**config.mk**
```make
export PLATFORM = sky130hd
export DESIGN_NAME = hash_state_serializer
export DESIGN_NICKNAME = d
export VERILOG_FILES = /design/src/rtl/hash_state_serializer.sv
export SDC_FILE = /design/constraint.sdc
export NUM_CORES = 1
export LEC_CHECK = 0
export ABC_AREA = 1
export CORE_MARGIN = 4
export CORE_UTILIZATION = 52
export CTS_CLUSTER_SIZE = 28
export DETAILED_ROUTE_END_ITERATION = 8
export GPL_TIMING_DRIVEN = 0
export PLACE_DENSITY_LB_ADDON = 0.08
export SYNTH_ARGS = -nofsm -noshare
export SYNTH_HDL_FRONTEND = slang
export SYNTH_SLANG_ARGS = --single-unit
```
**constraint.sdc**
```tcl
create_clock -name clk -period 2.2 [get_ports clk]
set_clock_uncertainty 0.1 [all_clocks]
set_input_delay 0.22 -clock clk [delete_from_list [all_inputs] [get_ports clk]]
set_output_delay 0.22 -clock clk [all_outputs]
set_load 0.005 [all_outputs]
```
**src/rtl/hash_state_serializer.sv**
```systemverilog
// hash_state_serializer
//   Parallel-load, word-serial unloader for SHA working state. A load captures
//   DEPTH words of WIDTH bits in one cycle. The words leave one per accepted
//   beat on a valid/ready stream, starting with word 0 (a).
//   Optional feature macro: HASH_SERIALIZER_REPLAY_EN. When it is defined, the
//   tail refills with the departing head word, so the load rotates back into
//   place after a drain. It also adds the replay_i input, which re-emits the
//   last load.
module hash_state_serializer #(
  parameter int WIDTH = 32,
  parameter int DEPTH = 8,
  localparam int CW = $clog2(DEPTH + 1)
) (
  input  logic                   clk,
  input  logic                   rst,
  input  logic                   load_valid_i,
  output logic                   load_ready_o,
  input  logic [DEPTH*WIDTH-1:0] load_data_i,
  output logic                   out_valid_o,
  input  logic                   out_ready_i,
  output logic [WIDTH-1:0]       out_data_o,
  output logic                   out_last_o,
  output logic [CW-1:0]          words_left_o,
`ifdef HASH_SERIALIZER_REPLAY_EN
  input  logic                   replay_i,
`endif
  output logic                   busy_o
);

  // The state is not stored separately; it is derived from the word counter.
  localparam logic [0:0] ST_IDLE  = 1'b0;
  localparam logic [0:0] ST_SHIFT = 1'b1;

  logic [WIDTH-1:0] word_reg  [DEPTH];
  logic [WIDTH-1:0] word_next [DEPTH];
  logic [WIDTH-1:0] shift_src [DEPTH];
  logic [CW-1:0]    words_left_reg;
  logic [CW-1:0]    words_left_next;
  logic [0:0]       state;
  logic             is_idle;
  logic             is_shift;
  logic             is_last;
  logic             beat_fire;
  logic             load_fire;
  logic             replay_fire;
  logic [WIDTH-1:0] tail_fill;

  assign state    = (words_left_reg == '0) ? ST_IDLE : ST_SHIFT;
  assign is_idle  = (state == ST_IDLE);
  assign is_shift = (state == ST_SHIFT);
  assign is_last  = (words_left_reg == CW'(1));

  // A beat leaves on valid & ready. A new load may land only when idle,
  // or during the final beat so that there is no bubble between loads.
  assign beat_fire    = is_shift & out_ready_i;
  assign load_ready_o = is_idle | (beat_fire & is_last);
  assign load_fire    = load_valid_i & load_ready_o;

`ifdef HASH_SERIALIZER_REPLAY_EN
  // The head rotates into the tail, so the original load is back in place
  // after a full drain. A load takes priority over a replay.
  assign tail_fill   = word_reg[0];
  assign replay_fire = is_idle & replay_i & ~load_fire;
`else
  assign tail_fill   = '0;
  assign replay_fire = 1'b0;
`endif

  // Each word either loads, shifts one place toward the head, or holds.
  for (genvar gi = 0; gi < DEPTH; gi++) begin : g_word
    if (gi == DEPTH - 1) begin : g_tail
      assign shift_src[gi] = tail_fill;
    end else begin : g_body
      assign shift_src[gi] = word_reg[gi+1];
    end
    assign word_next[gi] = load_fire ? load_data_i[gi*WIDTH +: WIDTH] :
                           beat_fire ? shift_src[gi] : word_reg[gi];
  end

  // Counter of words still owed downstream, including the head word.
  always_comb begin
    words_left_next = words_left_reg;
    if (load_fire || replay_fire) begin
      words_left_next = CW'(DEPTH);
    end else if (beat_fire) begin
      words_left_next = words_left_reg - CW'(1);
    end
  end

  // Word storage; reset clears every word so the idle head reads 0.
  always_ff @(posedge clk) begin
    if (rst) begin
      for (int i = 0; i < DEPTH; i++) word_reg[i] <= '0;
    end else begin
      for (int i = 0; i < DEPTH; i++) word_reg[i] <= word_next[i];
    end
  end

  // Counter register; reset discards any words still in flight.
  always_ff @(posedge clk) begin
    if (rst) words_left_reg <= '0;
    else     words_left_reg <= words_left_next;
  end

  assign out_valid_o  = is_shift;
  assign busy_o       = is_shift;
  assign out_data_o   = word_reg[0];
  assign out_last_o   = is_last;
  assign words_left_o = words_left_reg;

endmodule

```
==> flow_summary.toml, run 1 <==
[worst_setup_path]
r2r_cells = 10
crit_required_ns = 1.88
endpoint_kind = "output port"
cp.arrival_ns = 1.79
start_kind = "flip-flop"
cp_max_fo = 4
timing.rr.end = "word_reg[1][12]$_SDFFE_PP0P_"
r2r_slack_ns = 0.11
r2r-start = "words_left_o[1]$_SDFFE_PP0P_"
crit_type = "reg2out"

[route]
ant_nets = 0
viasPerCell = 5.32
dr.pass1.iters = 7
drc = 0
drt_iter0_markers = 1268
wl_per_cell_um = 16.8
wirelength_mm = 47.8
vias = 15200

[power]
power_frac_comb_pct = 56.9
seqPwrFrac_pct = 26.1
p_per_area_nw_per_um2 = 1690
ir_worst_vdd_v = 0.000957
p_int_uw = 17400
clkPwrFrac_pct = 17.0
leakagePower_uw = 0.00797
swShare_pct = 44.9
switchingPower_uw = 14200

[timing]
rsz0062_at_grt = "false"
timing.fmax_mhz = 473
relSlewSlack_pct = 46.5
setup_ws_ns = 0.0857
setup_viol = 0
tns_ns = 0
hold_viol_final = 0
fin_crit_sh_pct = 96.1
worst_pin_slew_ns = 0.803
min_period_ns = 2.11
timing.final.max_slew_violations = 0

[finish]
n_antenna_cell = 0
areaGrowthSynthToFinish_pct = 32.4
final_nets = 2752
regArea_um2 = 5220
drive_above_1_share_pct = 9.79
finalInstanceArea_um2 = 18700
mostFrequentLayoutCells = "453 x nor2_1, 294 x clkdlybuf4s50_1, 259 x a21oi_1"
final_common_cell = "nor2_1"
multi_input_area_um2 = 6790
nFillCells = 2416
largest_reg_flops = 256

[logic_synthesis]
synthArstFlopShare_pct = 0
synth_edf_count = 0
synthTopCellsByArea = "dfxtp_1 37%, nor2_1 12%, a21oi_1 9.2%"
avgSynthCellArea_um2 = 6.56
ys_ff_latch = 260
seq_area_frac_synth_pct = 36.9
synthesis.area_um2 = 14100
ys.flop_type = "dfxtp_1"
ys_warn_count = 0
yosysTopAreaCell = "dfxtp_1"
synth_top_area_share_pct = 36.9
synthCells = 2153
synthDistinctLibCells = 25
syn_nets = 2416

[die]
ios = 300
fp.coreArea_um2 = 26800
start_util_pct = 52.7
die_w_um = 173
dieArea_um2 = 29900
core.rowCount = 60
die_h_um = 173

[placed_design]
place_area_um2 = 17500
pre_cts_slack_ns = -0.135
portBuffers = 297
gp_congestion = 0.949
dp_hpwl_mm = 36.2

[hold_path]
worstHoldEndpoint = "word_reg[1][127]$_SDFFE_PP0P_"
hp-class = "in2reg"
hold_depth = 4
hp-start = "load_valid_i"

[clocking]
cts_tree = "built"
cts_inserted_buffers = 29
cts.path.max_buffers = 3
cts_sinks = 260
clk_latency_ns = 0.55
root_buffer = "clkbuf_16"
cts.clk_slew.worst_paths_ns = 0.06
cts_max_level = 1

[grt]
grt_pass1_vias = 14300
grt_overflow = 0
grt_start_max_net_pins = 19
antenna_found_initial = 1
grt_pass1_wl_mm = 74.6
groute.usage.overall_pct = 30.4

[run]
cap_violations = 0

[outcome]
outcome = "completed"
-- synthesized netlist by cell type (2+ instances only) --
library cell / number
o21ai_0: 182
nand2_8: 2
ha_1: 3
buf_12: 4
clkbuf_2: 6
nand3_2: 31
inv_1: 228
o21ai_1: 43
buf_6: 32
nand3_1: 258
nand2_1: 235
buf_8: 11
nor2_1: 453
a21oi_1: 259
dfxtp_1: 260
clkbuf_1: 52
buf_4: 17
nand2_4: 2
buf_2: 69
-- through the flow --
step	utilization, %	std cells	hold WS, ns	power [uW]
floorplan	-	2153	0.280	20300
global placement	65.4	2791	0.372	25400
detailed placement	65.4	2791	0.375	25700
CTS	69.8	2853	0.100	31400
global route	69.8	2853	0.139	33900
finish	69.8	2853	0.112	31600
-- how the worst max path moves through the flow --
stage / endpoint / cells after the start / slack (ns) / start
2_1_floorplan: word_reg[0][32]$_SDFFE_PP0P_ / 10 / 0.49 / words_left_o[0]$_SDFFE_PP0P_
3_3_place_gp: load_ready_o / 6 / -0.1 / out_ready_i
3_5_place_dp: load_ready_o / 6 / -0.14 / out_ready_i
4_1_cts: word_reg[1][83]$_SDFFE_PP0P_ / 7 / 0.01 / rst
5_1_grt: word_reg[1][10]$_SDFFE_PP0P_ / 10 / 0.01 / words_left_o[1]$_SDFFE_PP0P_
6_report: busy_o / 4 / 0.09 / words_left_o[0]$_SDFFE_PP0P_
-- critical path: stages (launching register included) --
cell             delay, ns
dfxtp_4               0.39
inv_4                 0.06
ha_4                  0.17
nand2_8               0.10
clkdlybuf4s50_1       0.51
-- kinds of logic after synthesis --
group / Yosys count / share of synthesized area (%)
AND/OR/NAND/NOR: 986 / 30.4
AO/OA/AOI/OAI: 484 / 17.1
buffers and inverters: 420 / 15.3
flip-flops: 260 / 36.9
adder cells (fa/ha/maj): 3 / 0.266
-- metal layers --
layer | wire length [um] | GRT usage (%) | part of all wire [%]
met2 | 22800 | 52.3 | 48
met5 | 6 | 0 | 0.013
met3 | 3260 | 4.11 | 6.8
met4 | 1190 | 7.78 | 2.5
met1 | 20500 | 40.4 | 43
-- what timing repair did --
item	in CTS	in global routing
buffers inserted	8	0
endpoints found under the hold margin	2	0
gates resized for setup	22	2
pin swaps	4	0
hold buffers	1	0
endpoints found under the setup margin	4	38
-- power by group through the flow --
stage | registers (uW) | clock network, uW | logic [uW]
6_report | 8250 | 5380 | 18000
3_3_place_gp | 8220 | 0 | 17100
5_1_grt | 8450 | 5620 | 19900
2_1_floorplan | 7920 | 0 | 12300
3_5_place_dp | 8260 | 0 | 17400
4_1_cts | 8190 | 5410 | 17800
-- cell type report --
| cell class | instances | area share (%) |
|---|---|---|
| inverters | 229 | 4.62 |
| clock buffers | 34 | 4.14 |
| well taps | 341 | 2.28 |
| repair buffers | 306 | 16.2 |
| multi-input cells | 1473 | 36.3 |
| clock inverters | 20 | 1.53 |
| plain buffers | 190 | 6.98 |
| flip-flops and latches | 260 | 27.9 |
Note: power is estimated with default switching activity, not from simulation.
==> run 2: changes to the inputs <==
--- a/config.mk
+++ b/config.mk
@@ -6,8 +6,10 @@
 export NUM_CORES = 1
 export LEC_CHECK = 0
 export ABC_AREA = 1
+export CELL_PAD_IN_SITES_DETAIL_PLACEMENT = 1
+export CELL_PAD_IN_SITES_GLOBAL_PLACEMENT = 1
 export CORE_MARGIN = 4
-export CORE_UTILIZATION = 52
+export CORE_UTILIZATION = 36
 export CTS_CLUSTER_SIZE = 28
 export DETAILED_ROUTE_END_ITERATION = 8
 export GPL_TIMING_DRIVEN = 0
==> flow_summary.toml, run 2 (synthesis results as in run 1) <==
[route]
viasPerCell = 4.98
vias = 15100
ant_nets = 0
dr.pass1.iters = 5
wirelength_mm = 56.4
drc = 0
drt_iter0_markers = 737
wl_per_cell_um = 18.6

[worst_setup_path]
crit_type = "reg2out"
critPathSlowestCell = "clkdlybuf4s50_1"
cp_max_fo = 4
cp.arrival_ns = 1.81
timing.rr.end = "word_reg[1][2]$_SDFFE_PP0P_"
cp_slowest_stage_delay_ns = 0.51
r2r_cells = 10
r2r-start = "words_left_o[3]$_SDFFE_PP0P_"
r2r_slack_ns = 0.09
cp_cell_sequence = "inv_2, ha_4, nand2_8, clkdlybuf4s50_1"
endpoint_kind = "output port"
start_kind = "flip-flop"
crit_required_ns = 1.88

[clocking]
cts.clk_slew.worst_paths_ns = 0.06
cts_sinks = 260
cts_max_level = 1
root_buffer = "clkbuf_16"
cts_inserted_buffers = 31
cts_tree = "built"
clk_latency_ns = 0.57
cts.path.max_buffers = 3

[grt]
grt_pass1_vias = 15700
grt_overflow = 0
antenna_found_initial = 3
grt_pass1_wl_mm = 85.9
grt_start_max_net_pins = 17
groute.usage.overall_pct = 25.7

[die]
ios = 300
die_h_um = 206
dieArea_um2 = 42500
fp.coreArea_um2 = 38700
core.rowCount = 72
start_util_pct = 36.5
die_w_um = 206

[finish]
finalInstanceArea_um2 = 19000
drive_above_1_share_pct = 9.90
mostFrequentLayoutCells = "450 x nor2_1, 294 x clkdlybuf4s50_1, 259 x a21oi_1"
final_common_cell = "nor2_1"
final_nets = 2756
final_cells = 3035
largest_reg_flops = 256
fin_util_pct = 48.9
areaGrowthSynthToFinish_pct = 34.2

[power]
ir_worst_vdd_v = 0.000653
seqPwrFrac_pct = 25.7
leakagePower_uw = 0.00796
switchingPower_uw = 14800
p_int_uw = 17300
swShare_pct = 46.0
p_per_area_nw_per_um2 = 1690
clkPwrFrac_pct = 16.3
power_frac_comb_pct = 57.9

[timing]
worst_pin_slew_ns = 0.985
rsz0062_at_grt = "false"
fin_crit_sh_pct = 96.8
setup_viol = 0
tns_ns = 0
hold_viol_final = 0
timing.final.max_slew_violations = 0
worst_hold_slack_ns = 0.131
relSlewSlack_pct = 34.3
timing.fmax_mhz = 470
min_period_ns = 2.13

[placed_design]
dp_hpwl_mm = 43.7
gp_congestion = 0.873
portBuffers = 297
dpl.cell_count = 2968
place_area_um2 = 17700

[hold_path]
worstHoldEndpoint = "word_reg[1][106]$_SDFFE_PP0P_"
hp-class = "in2reg"
hp-start = "load_data_i[234]"
hold_depth = 3

[run]
cap_violations = 0

[outcome]
outcome = "completed"
run 2: cell types whose count changed in the layout (fill, tap and decap cells not counted), sizes merged:
cell and delta:
buf -5, bufinv -3, clkbuf +12, clkinv -3, clkinvlp +3, diode +2
inv -1
run 2: power by group through the flow:
stage               combinational, uW  clock (uW)  sequential (uW)
floorplan                       12300           0             7920
global placement                17700           0             8220
detailed placement              18200           0             8310
CTS                             18500        5350             8250
global route                    20700        5550             8520
finish                          18600        5240             8260
run 2: cell type report:
| class | instances | area (um2) |
|---|---|---|
| Multi-Input combinational cell | 1473 | 6810 |
| Tap cell | 518 | 648 |
| Timing Repair Buffer | 308 | 3050 |
| Clock inverter | 16 | 194 |
| Sequential cell | 260 | 5220 |
| Clock buffer | 39 | 836 |
| Buffer | 190 | 1320 |
| Fill cell | 5030 | 19800 |
| Inverter | 229 | 860 |
| Antenna cell | 2 | 5.00 |
run 2: worst max-delay path by stage:
stage,startpoint,end,slack (ns),cells past startpoint
detailed placement,rst,word_reg[0][38]$_SDFFE_PP0P_,-0.18,6
global route,words_left_o[0]$_SDFFE_PP0P_,busy_o,0.009,4
finish,words_left_o[0]$_SDFFE_PP0P_,busy_o,0.07,4
CTS,words_left_o[2]$_SDFFE_PP0P_,word_reg[0][32]$_SDFFE_PP0P_,0.01,10
floorplan,words_left_o[0]$_SDFFE_PP0P_,word_reg[0][32]$_SDFFE_PP0P_,0.49,10
global placement,out_ready_i,load_ready_o,-0.13,6
run 2: worst max-delay path: cells and delay by family (launching register included):
family,cells,cell delay (ns)
AND/OR/NAND/NOR,1,0.11
adder cells (fa/ha/maj),1,0.18
buffers and inverters,2,0.58
flip-flops,1,0.37
run 2: metal layers:
layer / track usage [%] / vias to the layer above / wire length, um
li1: - / 7581 / -
met1: 31.7 / 7165 / 24200
met2: 46.6 / 278 / 28200
met4: 6.92 / 2 / 1640
met5: 0 / - / 20
met3: 3.69 / 96 / 2310
run 2: per-stage QoR:
step	worst slack, ns	total power [uW]
after CTS	0.00952	32100
after global placement	-0.130	26000
after global routing	0.00919	34700
after detailed placement	-0.179	26500
final	0.0706	32100
after floorplan	0.494	20300
run 2: timing repair:
action | CTS | global route
gates cloned | 0 | 0
endpoints found under the setup margin | 8 | 69
pin swaps | 4 | 2
hold buffers | 1 | 0
setup buffers | 8 | 2
endpoints found under the hold margin | 2 | 0
resized for setup | 23 | 11
